**config.mk**
```make
export PLATFORM = sky130hd
export DESIGN_NAME = bin2bcd_seq_flat
export DESIGN_NICKNAME = d
export VERILOG_FILES = /design/src/rtl/bin2bcd_pkg.sv /design/src/rtl/bin2bcd_seq_if.sv /design/src/rtl/bcd_add3_digit.sv /design/src/rtl/bin2bcd_seq.sv /design/src/flat_wrapper.sv
export SDC_FILE = /design/constraint.sdc
export NUM_CORES = 1
export LEC_CHECK = 0
export ABC_AREA = 0
export BUFFER_PORTS_ARGS = -buffer_cell sky130_fd_sc_hd__buf_4
export CAP_MARGIN = 10
export CORE_UTILIZATION = 28
export CTS_CLUSTER_DIAMETER = 40
export DETAILED_ROUTE_END_ITERATION = 7
export PLACE_DENSITY_LB_ADDON = 0.3
export SYNTH_ARGS = -nofsm -noshare
export SYNTH_HDL_FRONTEND = slang
export SYNTH_SLANG_ARGS = --single-unit
```
**constraint.sdc**
```tcl
create_clock -name clk -period 1.2 [get_ports clk]
set_input_delay 0.12 -clock clk [delete_from_list [all_inputs] [get_ports clk]]
set_output_delay 0.12 -clock clk [all_outputs]
set_load 0.02 [all_outputs]
```
**src/rtl/bin2bcd_pkg.sv**
```systemverilog
// bin2bcd_pkg: shared types and constants for the sequential binary-to-BCD
// converter.
//   state_t    : converter FSM states (IDLE / SHIFT / DONE)
//   BIN_W      : binary operand width
//   BCD_DIGITS : BCD digits held internally (fifth digit flags overflow)
//   OUT_DIGITS : BCD digits presented on the output
//   ITER       : shift iterations per conversion
//   magnitude(): absolute value of an operand, two's complement aware
package bin2bcd_pkg;

    localparam int BIN_W      = 16;
    localparam int BCD_DIGITS = 5;
    localparam int OUT_DIGITS = 4;
    localparam int ITER       = 16;
    localparam int BCD_W      = 4 * BCD_DIGITS;
    localparam int OUT_W      = 4 * OUT_DIGITS;
    localparam int SR_W       = BIN_W + BCD_W;

    typedef enum logic [1:0] {
        ST_IDLE  = 2'd0,
        ST_SHIFT = 2'd1,
        ST_DONE  = 2'd2
    } state_t;

    // Two's complement negate when requested. 16'h8000 negates to itself,
    // which read as unsigned is exactly 32768.
    function automatic logic [BIN_W-1:0] magnitude(input logic [BIN_W-1:0] v,
                                                   input logic             is_signed);
        logic [BIN_W-1:0] r;
        r = v;
        if (is_signed && v[BIN_W-1])
            r = ~v + 1'b1;
        return r;
    endfunction

endpackage

```
**src/rtl/bin2bcd_seq_if.sv**
```systemverilog
// bin2bcd_seq_if: request/result bundle between the binary producer and the
// converter.
//   start    : conversion request (master -> slave)
//   value    : binary operand (master -> slave)
//   busy     : conversion in flight (slave -> master)
//   done     : one-cycle result-valid pulse (slave -> master)
//   bcd      : four packed BCD digits, thousands in the top nibble
//   overflow : result has a non-zero fifth digit
//   neg      : converted operand was negative
import bin2bcd_pkg::*;

interface bin2bcd_seq_if;
    logic             start;
    logic [BIN_W-1:0] value;
    logic             busy;
    logic             done;
    logic [OUT_W-1:0] bcd;
    logic             overflow;
    logic             neg;

    modport master (output start, value,
                    input  busy, done, bcd, overflow, neg);
    modport slave  (input  start, value,
                    output busy, done, bcd, overflow, neg);
endinterface

```
**src/rtl/bcd_add3_digit.sv**
```systemverilog
// bcd_add3_digit: one correction cell of the shift-and-add-3 converter.
//   din  : BCD nibble before the next shift
//   dout : din + 3 when din >= 5, otherwise din, so the following left
//          shift carries correctly into the next decimal digit
module bcd_add3_digit (
    input  logic [3:0] din,
    output logic [3:0] dout
);
    assign dout = (din >= 4'd5) ? din + 4'd3 : din;
endmodule

```
**src/rtl/bin2bcd_seq.sv**
```systemverilog
// bin2bcd_seq: 16-bit binary to packed BCD converter, one bit per cycle.
// A conversion takes 17 cycles from the accepting edge to the done pulse;
// results are registered and held until the next done.
//   clk   : clock, rising edge
//   rst_n : asynchronous active-low reset; aborts any conversion silently
//   bus   : bin2bcd_seq_if.slave (start/value in, busy/done/bcd/overflow/neg out)
// Parameter AUTO = 1 makes the block self-start whenever idle and the operand
// differs from the last converted one (start is ignored).
// Build macro BIN2BCD_SIGNED_EN: treat value as two's complement, convert its
// magnitude and report the sign on neg. Without it value is unsigned and neg
// is tied low.
import bin2bcd_pkg::*;

module bin2bcd_seq #(
    parameter bit AUTO = 1'b0
) (
    input  logic          clk,
    input  logic          rst_n,
    bin2bcd_seq_if.slave  bus
);

`ifdef BIN2BCD_SIGNED_EN
    localparam bit SIGNED_EN = 1'b1;
`else
    localparam bit SIGNED_EN = 1'b0;
`endif

    state_t           state;
    logic [SR_W-1:0]  sr;        // {BCD field, binary field}
    logic [SR_W-1:0]  adj;       // sr with every BCD nibble corrected
    logic [3:0]       cnt;
    logic [BIN_W-1:0] last_val;
    logic             last_vld;  // cleared by reset so AUTO converts at once
    logic             busy_q;
    logic             done_q;
    logic [OUT_W-1:0] bcd_q;
    logic             ovf_q;
    logic             go;

    // The binary field passes through untouched; each BCD nibble gets its
    // own add-3 cell.
    assign adj[BIN_W-1:0] = sr[BIN_W-1:0];

    for (genvar d = 0; d < BCD_DIGITS; d++) begin : g_dig
        bcd_add3_digit u_add3 (
            .din  (sr [BIN_W + 4*d +: 4]),
            .dout (adj[BIN_W + 4*d +: 4])
        );
    end

    // Only evaluated in IDLE. In AUTO mode the operand comparison replaces
    // the external request.
    assign go = AUTO ? (!last_vld || (bus.value != last_val)) : bus.start;

`ifdef BIN2BCD_SIGNED_EN
    logic sign_q;
    logic neg_q;
    assign bus.neg = neg_q;
`else
    assign bus.neg = 1'b0;
`endif

    assign bus.busy     = busy_q;
    assign bus.done     = done_q;
    assign bus.bcd      = bcd_q;
    assign bus.overflow = ovf_q;

    always_ff @(posedge clk or negedge rst_n) begin
        if (!rst_n) begin
            state    <= ST_IDLE;
            sr       <= '0;
            cnt      <= '0;
            last_val <= '0;
            last_vld <= 1'b0;
            busy_q   <= 1'b0;
            done_q   <= 1'b0;
            bcd_q    <= '0;
            ovf_q    <= 1'b0;
`ifdef BIN2BCD_SIGNED_EN
            sign_q   <= 1'b0;
            neg_q    <= 1'b0;
`endif
        end else begin
            done_q <= 1'b0;
            case (state)
                ST_IDLE: begin
                    if (go) begin
                        sr       <= {{BCD_W{1'b0}}, magnitude(bus.value, SIGNED_EN)};
                        last_val <= bus.value;
                        last_vld <= 1'b1;
                        cnt      <= '0;
                        busy_q   <= 1'b1;
`ifdef BIN2BCD_SIGNED_EN
                        sign_q   <= bus.value[BIN_W-1];
`endif
                        state    <= ST_SHIFT;
                    end
                end
                ST_SHIFT: begin
                    // Correct then shift; the top bit can never be set for
                    // a 16-bit operand, so the full-width shift loses nothing.
                    sr  <= adj << 1;
                    cnt <= cnt + 4'd1;
                    if (cnt == 4'(ITER - 1))
                        state <= ST_DONE;
                end
                ST_DONE: begin
                    bcd_q  <= sr[BIN_W +: OUT_W];
                    ovf_q  <= |sr[BIN_W + OUT_W +: 4];
`ifdef BIN2BCD_SIGNED_EN
                    neg_q  <= sign_q;
`endif
                    busy_q <= 1'b0;
                    done_q <= 1'b1;
                    state  <= ST_IDLE;
                end
                default: state <= ST_IDLE;
            endcase
        end
    end

endmodule

```
**src/flat_wrapper.sv**
```systemverilog
// flat-port wrapper written by rule: the top's interface ports become plain ports
module bin2bcd_seq_flat 
#(
    parameter bit AUTO = 1'b0
)
  (clk, rst_n, bus_start, bus_value, bus_busy, bus_done, bus_bcd, bus_overflow, bus_neg);
  bin2bcd_seq_if bus_i ();
  input  logic clk;
  input  logic rst_n;
  input wire logic [$bits(bus_i.start)-1:0] bus_start;
  input wire logic [$bits(bus_i.value)-1:0] bus_value;
  output wire logic [$bits(bus_i.busy)-1:0] bus_busy;
  output wire logic [$bits(bus_i.done)-1:0] bus_done;
  output wire logic [$bits(bus_i.bcd)-1:0] bus_bcd;
  output wire logic [$bits(bus_i.overflow)-1:0] bus_overflow;
  output wire logic [$bits(bus_i.neg)-1:0] bus_neg;
  assign bus_i.start = bus_start;
  assign bus_i.value = bus_value;
  assign bus_busy = bus_i.busy;
  assign bus_done = bus_i.done;
  assign bus_bcd = bus_i.bcd;
  assign bus_overflow = bus_i.overflow;
  assign bus_neg = bus_i.neg;
  bin2bcd_seq #(.AUTO(AUTO)) u_core (.clk(clk), .rst_n(rst_n), .bus(bus_i));
endmodule
```
==> impl_metrics.toml, run 1 <==
[die]
initial_core_util = 0.291
fp.dieArea_sq_um = 11200
die_h_um = 106
rows = 37
io_pins = 39
dieWidth_um = 106
coreArea_sq_um = 10400

[layout]
insertedDiodeCount = 0
regArea_sq_um = 1530
post-route-util = 0.436
syn2layout_area_growth_pct = 49.7
fin_area_sq_um = 4520
fin_nets = 427
nFillCells = 985
instances_no_fill = 536
final_layout_size_suffix_gt1_frac = 0.438
multi_input_area_sq_um = 1680

[global_routing]
top_usage_layer = "met2"
grt_max_degree = 37
grt_pass1_wl_um = 12700
use_met1 = 0.188
grt_use_total = 0.145
grt_overflow_total = 0
met3_usage = 0.0272
grt_use_met2 = 0.233
grt_pass1_vias = 2584
antenna_found_initial = 0

[timing]
min_period_over_period = 1.08
period_needed_ns = 1.29
hold_violations = 0
final_max_slew_viol_count = 0
clock_skew_ns = 0.00845
fin_tns_setup_ns = -1.08
fin_ws_ns = -0.0944
setup_violations = 19
max_freq_ghz = 0.773
rsz0062_at_grt = "yes"

[logic_synthesis]
syn_inst = 299
synth_top_cell_by_area = "dfrtp_1"
synth_area_sq_um = 3020
synth.net_count = 330
synthTopCellsByArea = "dfrtp_1 51%, o21ai_0 6.5%, ha_1 5.0%"
synth.most_common_cell = "dfrtp_1"
ys_async_sr_fraction = 1.00
yosysWarnings = 0
ys_seq_elements = 61
yosys.area.top_type_share = 0.506
synth.distinct_cells = 34
synthTopCellsByCount = "61 x dfrtp_1, 39 x o21ai_0, 32 x nand2_1"
ys.flop_type = "dfrtp_1"
syn_area_per_cell_sq_um = 10.1
synth-edff-count = 0
ys_seq_area_frac = 0.506

[power_and_ir_drop]
p_leak_nw = 2.01
power.density_nw_per_um2 = 2650
power.total_mw = 12.0
ir_worst_vdd_mv = 0.944

[route]
num_vias = 2631
final_antenna_net_count = 0
via_per_inst = 4.91
route.detailed.wl_per_inst_um = 14.8
drc = 0
drt_iter0_markers = 140
routed_wl_um = 7910
drt_pass1_iterations = 4

[clock_tree]
clk_latency_ns = 0.35
ctsLongestPathBuffers = 2
clk_pin_slew_ns = 0.07
cts_buffers = 9
cts_tree = "yes"
cts.sink_count = 61
htree_levels = 3
root_buffer = "clkbuf_8"

[worst_setup_path]
cp_slowest_cell = "dfrtp_1"
path_max_fanout = 3
crit_type = "reg2reg"
critPathCaptureType = "flop"
crit_buf_inv = 2
crit_family = "flip-flops"
worst_setup_path_start_kind = "flop"
rrSetupSlack_ns = -0.09
slowest_delay_ns = 0.40
worst_ep_arrival_time_ns = 1.51
cp_data_required_time_ns = 1.42
worstPathCellList = "inv_2 > ha_4 > nor2b_4 > buf_4 > o2111ai_2 > o221ai_1"

[worst_hold_path]
hp-class = "in2reg"

[placed_design]
gp_congestion = 0.760
placed_area_sq_um = 3800
place.port_buffers = 37
placed_cells = 500
dp_hpwl_um = 4710

[status]
outcome = "finished, violations left"
violations = "setup timing"

[flow_run]
max_cap_violations = 0
layout by cell type (no fill, tap or decap), types with 3 or more instances in the layout:
cell,synthesis,layout
buf_6,2,10
o311ai_2,0,3
o221ai_1,5,3
dfrtp_1,61,58
o21a_1,5,3
o32ai_2,0,4
inv_1,22,11
inv_2,0,11
ha_4,0,9
buf_12,0,4
nand2_1,32,32
a32o_1,5,5
nor2b_4,0,7
o21ai_2,0,3
o31ai_4,0,4
a21oi_1,17,17
o2111ai_1,10,8
o21ai_1,2,18
a22oi_1,15,14
dfrtp_2,0,3
nor2b_1,23,16
nor2_1,4,3
buf_4,2,87
o21ai_0,39,20
clkbuf_8,0,11
xnor2_1,4,4
logic make-up (layout without fill, tap and decap cells):
group,Yosys count,after routing,share of synthesized area
AOI/OAI and AO/OA,117,118,0.263
xor gates and xnor gates,4,4,0.0116
adders and majority gates,12,12,0.0497
buffers and inverters,40,139,0.0622
DFF,61,61,0.506
muxes,1,1,0.00332
other,1,1,0.00124
and+or+nand+nor,63,64,0.103
layer usage:
layer / part of all wire / vias to the layer above
li1: - / 1277
met1: 0.45 / 1283
met2: 0.49 / 58
met3: 0.035 / 13
met4: 0.020 / 0
met5: 0 / -
stage by stage:
step | hold WS [ns] | worst slack, ns
2_1_floorplan | -0.176 | -0.0348
3_3_place_gp | 0.0452 | -0.137
3_5_place_dp | 0.0443 | -0.150
4_1_cts | 0.0425 | -0.113
5_1_grt | 0.0400 | -0.168
6_report | 0.0340 | -0.0944
repair_timing:
action                                  in CTS  in global routing
endpoints found under the setup margin      35                 51
pin swaps                                    9                 11
hold buffers                                 1                  0
setup buffers                               11                  7
resized for setup                           49                 40
cloned                                       3                  0
endpoints found under the hold margin       25                  0
worst register-to-register path, stage by stage (launching register included):
cell       delay [ns]
dfrtp_1          0.40
inv_2            0.07
ha_4             0.16
nor2b_4          0.12
buf_4            0.13
o2111ai_2        0.16
o221ai_1         0.13
cell type report:
| cell class | instances | share of cell area |
|---|---|---|
| Multi-Input combinational cell | 200 | 0.372 |
| Sequential cell | 61 | 0.339 |
| Timing Repair Buffer | 102 | 0.189 |
| Tap cell | 136 | 0.0377 |
| Clock buffer | 11 | 0.0335 |
| Inverter | 22 | 0.0183 |
| Clock inverter | 4 | 0.0105 |
report_power, final:
part           leakage, nW  internal (mW)  switching (mW)  total (mW)
registers            0.796           2.87           0.676        3.54
clock network        0.101           1.05           0.819        1.87
logic                 1.12           3.37            3.17        6.54
total                 2.01           7.29            4.67        12.0
flip-flops by register name (all words and copies together), names as in the netlist:
| name | cells |
|---|---|
| u_core.bus.done | 1 |
| u_core.bus.bcd | 16 |
| u_core.state | 2 |
| u_core.bus.busy | 1 |
| u_core.cnt | 4 |
| u_core.bus.overflow | 1 |
| u_core.sr | 36 |
path summary, 6_finish.rpt:
check                             startpoint                 to  depth (start not counted)
max reg2reg                    u_core.sr[24]      u_core.sr[25]                          6
min reg2reg                u_core.bus.bcd[7]  u_core.bus.bcd[7]                          2
min                             bus_value[0]       u_core.sr[0]                          3
min in group asynchronous              rst_n       u_core.sr[0]                          2
max                            u_core.sr[24]      u_core.sr[25]                          6
max in group asynchronous              rst_n      u_core.sr[28]                          3
(Power assumes the default switching activity.)
==> run 2, diff against run 1 <==
--- a/config.mk
+++ b/config.mk
@@ -8,7 +8,7 @@
 export ABC_AREA = 0
 export BUFFER_PORTS_ARGS = -buffer_cell sky130_fd_sc_hd__buf_4
 export CAP_MARGIN = 10
-export CORE_UTILIZATION = 28
+export CORE_UTILIZATION = 52
 export CTS_CLUSTER_DIAMETER = 40
 export DETAILED_ROUTE_END_ITERATION = 7
 export PLACE_DENSITY_LB_ADDON = 0.3
==> run 2 against run 1 <==
Against the previous run:
- the flow still finishes with violations (setup timing)
- clock-buffer cell count did not move
- critical path type unchanged
- cell area grew 4.5%
- via count rose by 16%
- final cell count down 11%
- clock power up 10%
- sequential cell count stayed put
- clock skew up 0.0012 ns
==> impl_metrics.toml, run 2 (synthesis results as in run 1) <==
[power_and_ir_drop]
p_leak_nw = 2.11
p_int_mw = 8.07
clkPwrFrac = 0.150
switching_share = 0.414
ir_worst_vdd_mv = 1.71
power.density_nw_per_um2 = 2920
p_seq_frac = 0.267
comb_power_share = 0.583
net-switching-power_mw = 5.70

[die]
initial_core_util = 0.545
rows = 27
die_h_um = 78.2
io_pins = 39
dieWidth_um = 78.2
coreArea_sq_um = 5540
fp.dieArea_sq_um = 6110

[worst_setup_path]
slowest_delay_ns = 0.44
critPathCaptureType = "flop"
cp_data_required_time_ns = 1.45
worstPathCellList = "inv_2 > ha_4 > nor2b_4 > o21a_4 > o311ai_4"
worst_setup_path_start_kind = "flop"
path_max_fanout = 3
worst_ep_arrival_time_ns = 1.66
crit_type = "reg2reg"
cp_slowest_cell = "dfrtp_1"

[timing]
max_freq_ghz = 0.706
fin_ws_ns = -0.216
min_period_over_period = 1.18
hold_violations = 0
period_needed_ns = 1.42
rsz0062_at_grt = "yes"
setup_violations = 40
clock_skew_ns = 0.00965
final_max_slew_viol_count = 0

[route]
drc = 0
num_vias = 3056
drt_iter0_markers = 322
via_per_inst = 6.42
routed_wl_um = 10600
final_antenna_net_count = 0
route.detailed.wl_per_inst_um = 22.3
drt_pass1_iterations = 5

[global_routing]
grt_overflow_total = 0
grt_pass1_wl_um = 13200
grt_max_degree = 36
antenna_found_initial = 0
grt_use_total = 0.281
grt_pass1_vias = 2799

[worst_hold_path]
hp-class = "in2reg"

[placed_design]
preCtsSetupSlack_ns = -0.155
place.port_buffers = 37
dp_hpwl_um = 4430
placed_cells = 433
gp_congestion = 0.862

[clock_tree]
root_buffer = "clkbuf_8"
htree_levels = 3
ctsLongestPathBuffers = 2
cts_buffers = 9
clk_latency_ns = 0.35
clk_pin_slew_ns = 0.08
cts_tree = "yes"
cts.sink_count = 61

[layout]
final_common_cell = "buf_4"
syn2layout_area_growth_pct = 56.4
largest-register = "u_core.sr"
final_cell_mix = "84 x buf_4, 59 x dfrtp_1, 27 x nand2_1"
nFillCells = 260
instances_no_fill = 476
final_layout_size_suffix_gt1_frac = 0.493
insertedDiodeCount = 0
fin_nets = 431
largest_reg_flops = 36

[flow_run]
max_cap_violations = 0

[status]
violations = "setup timing"
outcome = "finished, violations left"
==> run 2: changes by cell type in the layout (fill, tap and decap cells not counted), sizes merged <==
cell    delta
clkbuf     +4
bufinv     +1
clkinv     -1
==> run 2: path summary, 6_finish.rpt <==
path / startpoint / endpoint / slack, ns / cells past startpoint
setup / recovery: u_core.sr[28] / u_core.sr[30] / -0.22 / 5
hold / removal: bus_value[4] / u_core.sr[4] / 0.04 / 3
setup reg to reg: u_core.sr[28] / u_core.sr[30] / -0.22 / 5
hold reg to reg: u_core.bus.bcd[7] / u_core.bus.bcd[7] / 0.48 / 2
max in group asynchronous: rst_n / u_core.bus.bcd[3] / 0.59 / 3
min in group asynchronous: rst_n / u_core.bus.bcd[13] / 0.13 / 2
==> run 2: power groups by stage <==
stage               Combinational [mW]  Clock (mW)  Sequential (mW)
finish                            8.03        2.06             3.68
global route                      8.50        2.16             3.74
CTS                               5.81        2.02             3.47
detailed placement                4.93           0             3.46
global placement                  4.76           0             3.42
floorplan                         2.86           0             3.61
==> run 2: final cells by class <==
type,instances,area (sq um),share of cell area
inverters,22,82.6,0.0175
repair buffers,106,992,0.210
flip-flops and latches,61,1530,0.324
clock inverters,4,72.6,0.0154
multi-input cells,200,1810,0.384
well taps,72,90.1,0.0191
clock buffers,11,141,0.0300
==> run 2: what timing repair did <==
action                                 CTS  global route
cloned                                   3             6
setup endpoints to repair               37            49
resized for setup                       55            63
setup buffers                           11             8
pin swaps                               12            35
hold buffers                             1             0
endpoints found under the hold margin   61             0
==> run 2: per-layer routing <==
layer  global-route usage  wire, um  vias up
li1                     -         -     1287
met1                0.350      3990     1514
met2                0.475      5370      202
met3               0.0558       802       53
met4                0.124       443        0
met5                    0         0        -
==> run 2: metrics by stage <==
stage	total power, mW	hold WS, ns	utilization	instance area, sq um	setup TNS, ns
floorplan	6.47	-0.176	-	3060	-0.290
global route	14.4	0.0482	0.852	4720	-5.30
finish	13.8	0.0379	0.852	4720	-4.06
detailed placement	8.39	-0.0365	0.667	3700	-1.67
global placement	8.19	-0.0361	0.667	3700	-1.11
CTS	11.3	0.0514	0.769	4260	-0.994
==> run 2: worst max-delay path, delay by kind of cell, from the launching register on <==
kind	cells	cell delay, ns
compound gates	2	0.49
fa+ha+maj	1	0.17
buf+inv	1	0.08
flops	1	0.44
simple gates	1	0.13
